File: src/rtl/riscv_pkg.sv
// riscv_pkg: shared RISC-V pipeline constants
package riscv_pkg;
    localparam int          XLEN     = 32;
    localparam int          ILEN     = 32;
    localparam logic [31:0] NOP      = 32'h0000_0013;
    localparam logic [31:0] RESET_PC = 32'h0000_0000;
endpackage

File: src/rtl/if_id_reg.sv
// if_id_reg: IF/ID pipeline register with kill-over-hold priority
module if_id_reg
    import riscv_pkg::*;
#(
    parameter logic [ILEN-1:0] BUBBLE = NOP
) (
    input  logic            clk,
    input  logic            rst,
    input  logic            i_hold,
    input  logic            i_kill,
    input  logic [ILEN-1:0] i_inst,
    input  logic [XLEN-1:0] i_pc,
    output logic [ILEN-1:0] o_inst,
    output logic [XLEN-1:0] o_pc,
    output logic [XLEN-1:0] o_pc_plus4,
    output logic            o_valid
);
    // reset, then kill inserts a bubble, then hold freezes, else capture the fetch
    always_ff @(posedge clk) begin
        if (rst) begin
            o_inst     <= BUBBLE;
            o_pc       <= '0;
            o_pc_plus4 <= XLEN'(4);
            o_valid    <= 1'b0;
        end else if (i_kill) begin
            o_inst     <= BUBBLE;
            o_pc       <= i_pc;
            o_pc_plus4 <= i_pc + XLEN'(4);
            o_valid    <= 1'b0;
        end else if (!i_hold) begin
            o_inst     <= i_inst;
            o_pc       <= i_pc;
            o_pc_plus4 <= i_pc + XLEN'(4);
            o_valid    <= 1'b1;
        end
    end
endmodule

File: src/rtl/fetch_stage.sv
// fetch_stage: PC register, next-PC mux and IF/ID register for instruction fetch
module fetch_stage #(
    parameter logic [31:0] RESET_PC = riscv_pkg::RESET_PC,
    parameter int          ADDR_W   = 10,
    parameter logic [31:0] NOP      = riscv_pkg::NOP
) (
    input  logic              clk,
    input  logic              rst,
    input  logic              stall_f,
    input  logic              flush_d,
    input  logic              redirect_e,
    input  logic [31:0]       target_e,
    input  logic [31:0]       inst_f,
    output logic [ADDR_W-1:0] address,
    output logic [31:0]       pc_f,
    output logic [31:0]       pc_d,
    output logic [31:0]       pc_plus4_d,
    output logic [31:0]       inst_d,
    output logic              valid_d,
    output logic              misalign_e
);
    logic [31:0] r_pc;
    logic        r_misalign;
    logic [31:0] w_pc_next;
    // redirect beats stall; redirect targets are forced to word alignment
    always_comb begin
        w_pc_next = redirect_e ? {target_e[31:2], 2'b00} : stall_f ? r_pc : r_pc + 32'd4;
    end
    // PC register and one-cycle misaligned-target flag
    always_ff @(posedge clk) begin
        if (rst) begin
            r_pc       <= RESET_PC;
            r_misalign <= 1'b0;
        end else begin
            r_pc       <= w_pc_next;
            r_misalign <= redirect_e && (target_e[1:0] != 2'b00);
        end
    end
    if_id_reg #(.BUBBLE(NOP)) u_if_id (
        .clk        (clk),
        .rst        (rst),
        .i_hold     (stall_f),
        .i_kill     (redirect_e | flush_d),
        .i_inst     (inst_f),
        .i_pc       (r_pc),
        .o_inst     (inst_d),
        .o_pc       (pc_d),
        .o_pc_plus4 (pc_plus4_d),
        .o_valid    (valid_d)
    );
    assign pc_f       = r_pc;
    assign address    = r_pc[ADDR_W-1:0];
    assign misalign_e = r_misalign;
endmodule

File: config.mk
export PLATFORM = sky130hd
export DESIGN_NAME = fetch_stage
export DESIGN_NICKNAME = d
export VERILOG_FILES = /design/src/rtl/riscv_pkg.sv /design/src/rtl/if_id_reg.sv /design/src/rtl/fetch_stage.sv
export SDC_FILE = /design/constraint.sdc
export NUM_CORES = 1
export LEC_CHECK = 0
export BUFFER_PORTS_ARGS = -buffer_cell sky130_fd_sc_hd__buf_4
export CAP_MARGIN = 5
export CORE_MARGIN = 3
export CORE_UTILIZATION = 45
export DETAILED_ROUTE_END_ITERATION = 8
export GPL_TIMING_DRIVEN = 0
export HOLD_SLACK_MARGIN = 0.05
export PLACE_DENSITY = 0.74
export SLEW_MARGIN = 25
export SYNTH_ARGS = -nofsm -noshare
export SYNTH_HDL_FRONTEND = slang
export SYNTH_SLANG_ARGS = --single-unit
File: constraint.sdc
create_clock -name clk -period 4.26 [get_ports clk]
set_input_delay 0.426 -clock clk [delete_from_list [all_inputs] [get_ports clk]]
set_output_delay 0.426 -clock clk [all_outputs]
set_load 0.01 [all_outputs]
---- Word level (Yosys, flattened, before mapping) ----
Index checks and enable logic that the tools add are counted.
word-level totals
  register bits after elaboration ......... 130
  input port bits ......................... 69
  output and inout port bits .............. 140
  word-level logic and storage cells ...... 21
cells by class
  add/subtract/negate cells ............... 1
  equality and inequality tests ........... 2
  mux-type cells .......................... 6
  bitwise gates (word level) .............. 1
  reductions and logical operators ........ 4
operators by type and width
  kind                                                             count
  32-bit 2-to-1 mux                                                6
  32-bit by 3-bit adder with 32-bit output, second input constant  1
  2-bit by 1-bit != test with 1-bit output, second input constant  2
  2-bit OR reduction                                               2
  2-bit nonzero test                                               1
  1-bit logical AND                                                1
  1-bit OR                                                         1

---- Depth between registers and ports, before layout ----
Gate-level depths: netlist of run 1.
  depth in word-level cells ............... 3
  gate-level depth with buffers ........... 7
  mapped depth without buffers ............ 5

---- By module ----
A second synthesis of run 1 with hierarchy kept.
second synthesis, totals
  cells, all modules ...................... 681
  area total of the unflattened synthesis .. 5784.3 sq um
by module, submodules not included
  module       instances  cells an instance  area an instance (sq um)  sequential area each (sq um)
  if_id_reg    1          445                3877.5                    1901.8
  fetch_stage  1          236                1906.8                    620.6

---- Worst setup path after synthesis of run 1 ----
Ideal clock, no wire load.
  path type ............................... register -> register
  start ................................... register r_pc[3] (netlist: pc_f[3])
  end ..................................... register r_pc[18] (netlist: pc_f[18])
  library setup time ...................... 0.091 ns
  data arrival time ....................... 2.036 ns
  data required time ...................... 4.169 ns
  slack ................................... 2.133 ns
  stages on the path, launching flop included .. 6
  buffers on the path ..................... 0
  period minus slack after synthesis ...... 2.127 ns
  cell sequence ........................... dfxtp_1 > ha_1 > nor2b_1 > nand3_1 > or4_1 > a311oi_1
between the ends
  longest elaborated chain between the ends .. 3
ends and longest elaborated chain
  item                                      RTL line           source
  start: declaration                        fetch_stage.sv:22  logic [31:0] r_pc;
  start signal: assignment                  fetch_stage.sv:35  r_pc <= w_pc_next;
  32-bit by 3-bit adder with 32-bit output  fetch_stage.sv:27  w_pc_next = redirect_e ? {target_e[31:2], 2'b00} : stall_f ? r_pc : r_pc + 32'd4;
  32-bit 2-to-1 mux (2 in a row)            fetch_stage.sv:27
Every way passes these cells. The select of a mux whose other input is x is not followed.
A chain may end at the register's enable or synchronous reset.

---- Worst setup path in the final report of run 1 ----
  start ................................... register r_pc[3] (netlist: pc_f[3])
  end ..................................... register r_pc[30] (netlist: pc_f[30])
The elaborated chain is that of the path after synthesis.

==> impl_metrics.csv, run 1 <==
group,metric,value,unit
layout,areaGrowthSynthToFinish,42.4,%
worst_setup_path,worstPathArrival,2970,ps
worst_setup_path,r2r_slack,1600,ps
worst_setup_path,worstSetupPathType,"reg -> reg",
yosys,synth_fa_ha_area_share,0.220,%
min_path,hold_start,"inst_f[16]",
worst_setup_path,critPathMaxFanout,10,
route,drt_iter0_markers,452,
timing,slew_headroom,52.5,%
timing,finClkSkew,11.6,ps
worst_setup_path,worstPathRequired,4570,ps
placement,numPlacedInstances,1051,
route,routedWlPerCell,18.0,um
cts,hold_buffers,0,
timing,period_share,62.4,%
floorplanning,die_area,14000,sq um
yosys,yosys_warnings,0,
route,vias,6026,
yosys,synth_edf_count,0,
layout,final_common_cell,"buf_4",
timing,fmax,376,MHz
timing,whs,243,ps
layout,design_area,8080,sq um
global_route,grt_max_degree,17,
timing,worst_slew_pin_slew,709,ps
layout,n_antenna_cell,0,
floorplanning,placementRows,40,
yosys,yosys.area_share.simple,23.9,%
timing,finalSetupViolations,0,
floorplanning,die_h,118,um
cts,clockRootBuffer,"clkbuf_16",
cts,htree_levels,4,
global_route,grt_first_pass_wirelength,30900,um
layout,layout-drive-gt1-share,29.3,%
yosys,synth.distinct_cells,46,
timing,worst_slack,1600,ps
global_route,grt_pass1_vias,5940,
timing,rsz0062_at_grt,"false",
power,cellPowerDensity,416,nW/um^2
cts,postCtsSetupBuffers,0,
route,totalWireLength,19400,um
flow_run,maxCapViolCount,0,
min_path,holdPathStages,3,
yosys,synthCells,677,
global_route,antenna_found_initial,0,
status,outcome,"finished clean",
placement,place_hpwl,14500,um
global_route,grt_use_total,27.4,%
min_path,hold_end,"u_if_id.o_inst[16]$_SDFFE_PP0N_",
route,via_per_inst,5.57,
cts,cts_tree,"yes",
timing,drv_slew,0,
yosys,async_flop_share,0,%
power,p_leak,3.40,nW
cts,path_clk_slew,50,ps
route,drc_errors,0,
placement,dpl-instance-area,7410,sq um
cts,cts.sinks,124,
yosys,netlist_area,5680,sq um
floorplanning,floorplan.initialDensity,46.7,%
yosys,synth_top_flop_cell,"dfxtp_1",
floorplanning,core,12200,sq um
worst_setup_path,worst_setup_path_end_kind,"flop",
route,ant_nets,0,
cts,clk_latency,420,ps
yosys,synth.ff_latch_count,124,
worst_setup_path,r2r_cells,5,
placement,gp_congestion,0.902,
placement,place_ws,1650,ps
placement,port_buffers,199,
timing,hold_violations,0,
global_route,gr-total-overflow,0,
yosys,synth_top_family_by_area,"simple AND/OR/NAND/NOR gates",
floorplanning,boundaryPins,209,
yosys,synth_xor_area_share,3.39,%
yosys,ys_seq_area_share,43.7,%
route,drt_pass1_iterations,6,
yosys,synth-compound-area-share,15.9,%
layout,final-instance-count-excl-fill,1082,
worst_setup_path,cp-start-kind,"flop",
timing,period_minus_slack,2660,ps
power,ir_worst_vdd,0.280,mV
worst_setup_path,r2r-end,"pc_f[30]$_SDFFE_PP0P_",
cts,clockBufferDepth,2,
yosys,syn_area_per_cell,8.39,sq um
timing,setup_tns,0,ps
layout,layout.nets,972,
cts,cts_buffers,17,
min_path,hold_class,"in -> reg",
worst_setup_path,r2r-start,"pc_f[3]$_SDFFE_PP0P_",
floorplanning,die_w,118,um
cts,ctsResizeCount,0,
yosys,synth.area.mux_share,5.29,%
layout,mostFrequentLayoutCells,"buf_4, dfxtp_1, nor2_1",
==> metal layers <==
layer	vias to the layer above	track usage (%)	part of all wire [%]
li1	2861	-	-
met1	2804	33.3	41
met2	321	44.3	47
met3	40	8.85	10
met4	0	11.9	2.3
met5	-	0	0
==> layout make-up <==
| class | count | area (sq um) |
|---|---|---|
| inverter | 8 | 30.0 |
| buffer | 82 | 395 |
| clock buffer | 25 | 495 |
| timing repair buffer | 199 | 1490 |
| clock inverter | 6 | 180 |
| fill | 1073 | 4080 |
| tap | 168 | 210 |
| multi-input combinational | 470 | 2800 |
| sequential | 124 | 2480 |
==> power breakdown <==
group,switching [W],internal (W)
logic,0.000226,0.000205
clock network,0.000502,0.00116
registers,0.0000493,0.00122
==> stage by stage <==
| stage | total power (W) | util (%) |
|---|---|---|
| 6_report | 0.00336 | 66.5 |
| 5_1_grt | 0.00348 | 66.5 |
| 4_1_cts | 0.00338 | 66.5 |
| 3_5_place_dp | 0.00172 | 60.9 |
| 3_3_place_gp | 0.00171 | 60.9 |
| 2_1_floorplan | 0.00150 | - |
==> Yosys cell counts, drive strengths merged (7+ instances only) <==
| cell type | count | share of area, % |
|---|---|---|
| nand4 | 13 | 1.4 |
| nor4 | 14 | 1.5 |
| and4 | 7 | 1.1 |
| or3 | 8 | 0.90 |
| or4 | 20 | 2.6 |
| nor2 | 96 | 6.3 |
| dfxtp | 124 | 44 |
| nand2 | 82 | 5.4 |
| inv | 7 | 0.46 |
| buf | 35 | 3.8 |
| o21ai | 9 | 0.79 |
| a311oi | 26 | 4.0 |
| mux2i | 30 | 5.3 |
| nand3 | 19 | 2.0 |
| o31ai | 21 | 2.8 |
| a21oi | 36 | 3.2 |
| a211oi | 21 | 2.8 |
| clkbuf | 47 | 3.2 |
| xnor2 | 16 | 2.5 |
==> how the worst max path moves through the flow <==
stage,startpoint,cells after the start,end
after floorplan,pc_f[3]$_SDFFE_PP0P_,5,pc_f[18]$_SDFFE_PP0P_
after global placement,pc_f[3]$_SDFFE_PP0P_,5,pc_f[18]$_SDFFE_PP0P_
after detailed placement,pc_f[3]$_SDFFE_PP0P_,5,pc_f[30]$_SDFFE_PP0P_
after CTS,pc_f[3]$_SDFFE_PP0P_,5,pc_f[26]$_SDFFE_PP0P_
after global routing,pc_f[3]$_SDFFE_PP0P_,5,pc_f[26]$_SDFFE_PP0P_
final,pc_f[3]$_SDFFE_PP0P_,5,pc_f[30]$_SDFFE_PP0P_
==> logic make-up (layout without fill, tap and decap cells) <==
group / after synthesis / in the layout
other: 1 / 8
and+or+nand+nor: 281 / 281
muxes: 30 / 30
DFF: 124 / 124
adders and majority gates: 1 / 1
xor gates and xnor gates: 22 / 22
buffers and inverters: 90 / 320
AOI/OAI and AO/OA: 128 / 128
==> state kept, by name, indices dropped and copies added (netlist names) <==
| signal | cells |
|---|---|
| u_if_id.o_pc | 30 |
| u_if_id.o_inst | 32 |
| pc_f | 30 |
| misalign_e | 1 |
| u_if_id.o_valid | 1 |
| u_if_id.o_pc_plus4 | 30 |
==> critical path, cell delays in order, from the launching register on <==
cell,delay (ps)
dfxtp_1,550
ha_1,380
and4_1,390
nand4_1,420
or4_1,640
and3_1,170
Power figures use the tool's default switching activity.
==> run 2: changes to the inputs <==
- PLACE_DENSITY: 0.74 -> 0.77
- clock period: 4.26 -> 2.3 ns (I/O delays scaled with it)
==> run 2 against run 1 <==
Critical path depth increased by 1. Global-route usage is 0.27 points lower. Register-to-register slack worse by 1500 ps. Via count grew 0.22%. Sequential cell count is the same. Largest power group unchanged.
==> impl_metrics.csv, run 2 (same netlist as run 1, synthesis figures left out) <==
group,metric,value,unit
worst_setup_path,path_cells,"clkbuf_2 > nand2_1 > or3_1 > buf_2 > or4_1 > a311oi_1",
floorplanning,die_w,118,um
layout,final_common_cell,"buf_4",
timing,worst_slew_pin_slew,748,ps
layout,largest_reg_flops,32,
floorplanning,die_area,14000,sq um
worst_setup_path,r2r_slack,120,ps
cts,path_clk_slew,60,ps
status,outcome,"finished clean",
global_route,use_met1,33.6,%
min_path,hold_start,"inst_f[24]",
layout,regMostFlops,"u_if_id.o_inst",
worst_setup_path,r2r-end,"u_if_id.o_pc_plus4[23]$_SDFFE_PP0P_",
global_route,grt_max_degree,17,
timing,period_minus_slack,2180,ps
worst_setup_path,worstPathArrival,2500,ps
layout,num-fill-cells,1013,
placement,port_buffers,199,
cts,clockBufferDepth,2,
timing,hold_violations,0,
layout,n_antenna_cell,0,
route,vias,6039,
timing,rsz0062_at_grt,"false",
timing,period_share,94.6,%
min_path,hold_end,"u_if_id.o_inst[24]$_SDFFE_PP0N_",
worst_setup_path,cpPeakStageDelay,470,ps
route,drt_iter0_markers,552,
min_path,hold_class,"in -> reg",
floorplanning,die_h,118,um
timing,drv_slew,0,
global_route,grt_pass1_vias,5771,
layout,fin_util,68.1,%
floorplanning,floorplan.initialDensity,46.7,%
power,ir_worst_vdd,0.563,mV
cts,clockRootBuffer,"clkbuf_16",
global_route,busiest_layer,"met2",
global_route,grt_use_met3,9.43,%
global_route,antenna_found_initial,0,
cts,cts_tree,"yes",
global_route,globalRouteMet2Util,43.0,%
global_route,gr-total-overflow,0,
worst_setup_path,r2r-start,"pc_f[2]$_SDFFE_PP0P_",
min_path,holdPathStages,3,
layout,areaGrowthSynthToFinish,45.9,%
layout,layout-drive-gt1-share,30.1,%
worst_setup_path,crit_buf_inv,2,
global_route,grt_first_pass_wirelength,30400,um
route,drc_errors,0,
worst_setup_path,crit_path_start,"pc_f[2]$_SDFFE_PP0P_",
power,p_leak,3.46,nW
worst_setup_path,worst_setup_path_end_kind,"flop",
timing,finClkSkew,7.14,ps
worst_setup_path,crit_family,"simple AND/OR/NAND/NOR gates",
worst_setup_path,crit_slowest_cell,"or4_1",
placement,numPlacedInstances,1051,
cts,clk_latency,420,ps
layout,final-instance-count-excl-fill,1108,
power,cellPowerDensity,711,nW/um^2
flow_run,maxCapViolCount,0,
placement,gp_congestion,0.901,
worst_setup_path,cp-start-kind,"flop",
layout,mostFrequentLayoutCells,"buf_4, dfxtp_1, nor2_1",
timing,fmax,459,MHz
worst_setup_path,worstSetupPathType,"reg -> reg",
route,ant_nets,0,
worst_setup_path,r2r_cells,6,
timing,slew_headroom,50.2,%
cts,htree_levels,4,
route,via_per_inst,5.45,
route,drt_pass1_iterations,5,
global_route,grt_use_total,27.1,%
worst_setup_path,worstPathRequired,2630,ps
timing,finalSetupViolations,0,
cts,cts.sinks,124,
placement,place_hpwl,13700,um
cts,cts_buffers,17,
floorplanning,core,12200,sq um
route,routedWlPerCell,17.4,um
route,totalWireLength,19300,um
layout,layout.nets,997,
floorplanning,placementRows,40,
worst_setup_path,critPathMaxFanout,10,
floorplanning,boundaryPins,209,
run 2: cell count changes in the layout (fill, tap and decap cells not counted), moves of 2 or more:
| cell | previous run | this run |
|---|---|---|
| nand3_2 | 1 | 3 |
| buf_4 | 216 | 219 |
| nand3_1 | 17 | 15 |
| clkinvlp_4 | 0 | 6 |
| dlygate4sd3_1 | 0 | 23 |
| inv_6 | 0 | 3 |
| clkbuf_1 | 47 | 41 |
| bufinv_16 | 6 | 2 |
| clkbuf_2 | 4 | 6 |
run 2: timing repair:
item | CTS | global route
hold endpoints to repair | 23 | 0
hold buffers | 23 | 0
buffers inserted | 2 | 0
pin swaps | 1 | 0
setup endpoints to repair | 15 | 19
gates resized for setup | 2 | 11
run 2: stage by stage:
| stage | instance area [sq um] | setup TNS (ps) | setup slack [ps] | power (W) | hold slack, ps |
|---|---|---|---|---|---|
| 2_1_floorplan | 5700 | 0 | 173 | 0.00278 | 373 |
| 3_3_place_gp | 7410 | -1740 | -301 | 0.00317 | 433 |
| 3_5_place_dp | 7410 | -1940 | -306 | 0.00317 | 441 |
| 4_1_cts | 8260 | -4.95 | -4.95 | 0.00590 | 50.9 |
| 5_1_grt | 8280 | 0 | 3.09 | 0.00609 | 71.8 |
| 6_report | 8280 | 0 | 123 | 0.00589 | 53.6 |
run 2: per-layer routing:
metal,share of wire [%],vias up,routed length [um]
met5,0,-,0
met4,2.7,0,530
met3,10,42,1990
met2,47,333,9020
met1,40,2763,7770
li1,-,2901,-
run 2: area by class of cell:
cell class	instances	area, sq um	area share [%]
well taps	168	210	2.54
inverters	8	30.0	0.362
repair buffers	224	1740	21.0
flip-flops and latches	124	2480	30.0
multi-input cells	470	2820	34.0
plain buffers	82	400	4.83
clock buffers	20	467	5.63
clock inverters	12	136	1.65
run 2: where the power goes:
part	internal (W)	switching, W	leakage (nW)	total [W]
Combinational	0.000406	0.000418	2.16	0.000824
Clock	0.00169	0.00103	0.278	0.00272
Sequential	0.00226	0.0000922	1.02	0.00235
run 2: worst min-delay path, delay by kind of cell:
| kind | cells | cell delay (ps) |
|---|---|---|
| simple gates | 1 | 80 |
| buf+inv | 1 | 70 |
| mux | 1 | 50 |
run 2: worst max path at each step:
stage                                                to  slack (ps)  cells after the start
floorplan                         pc_f[18]$_SDFFE_PP0P_         170                      5
global placement                  pc_f[30]$_SDFFE_PP0P_        -300                      5
detailed placement                pc_f[30]$_SDFFE_PP0P_        -310                      5
CTS                               pc_f[22]$_SDFFE_PP0P_          -5                      5
global route        u_if_id.o_pc_plus4[31]$_SDFFE_PP0P_           3                      5
finish              u_if_id.o_pc_plus4[23]$_SDFFE_PP0P_         120                      6
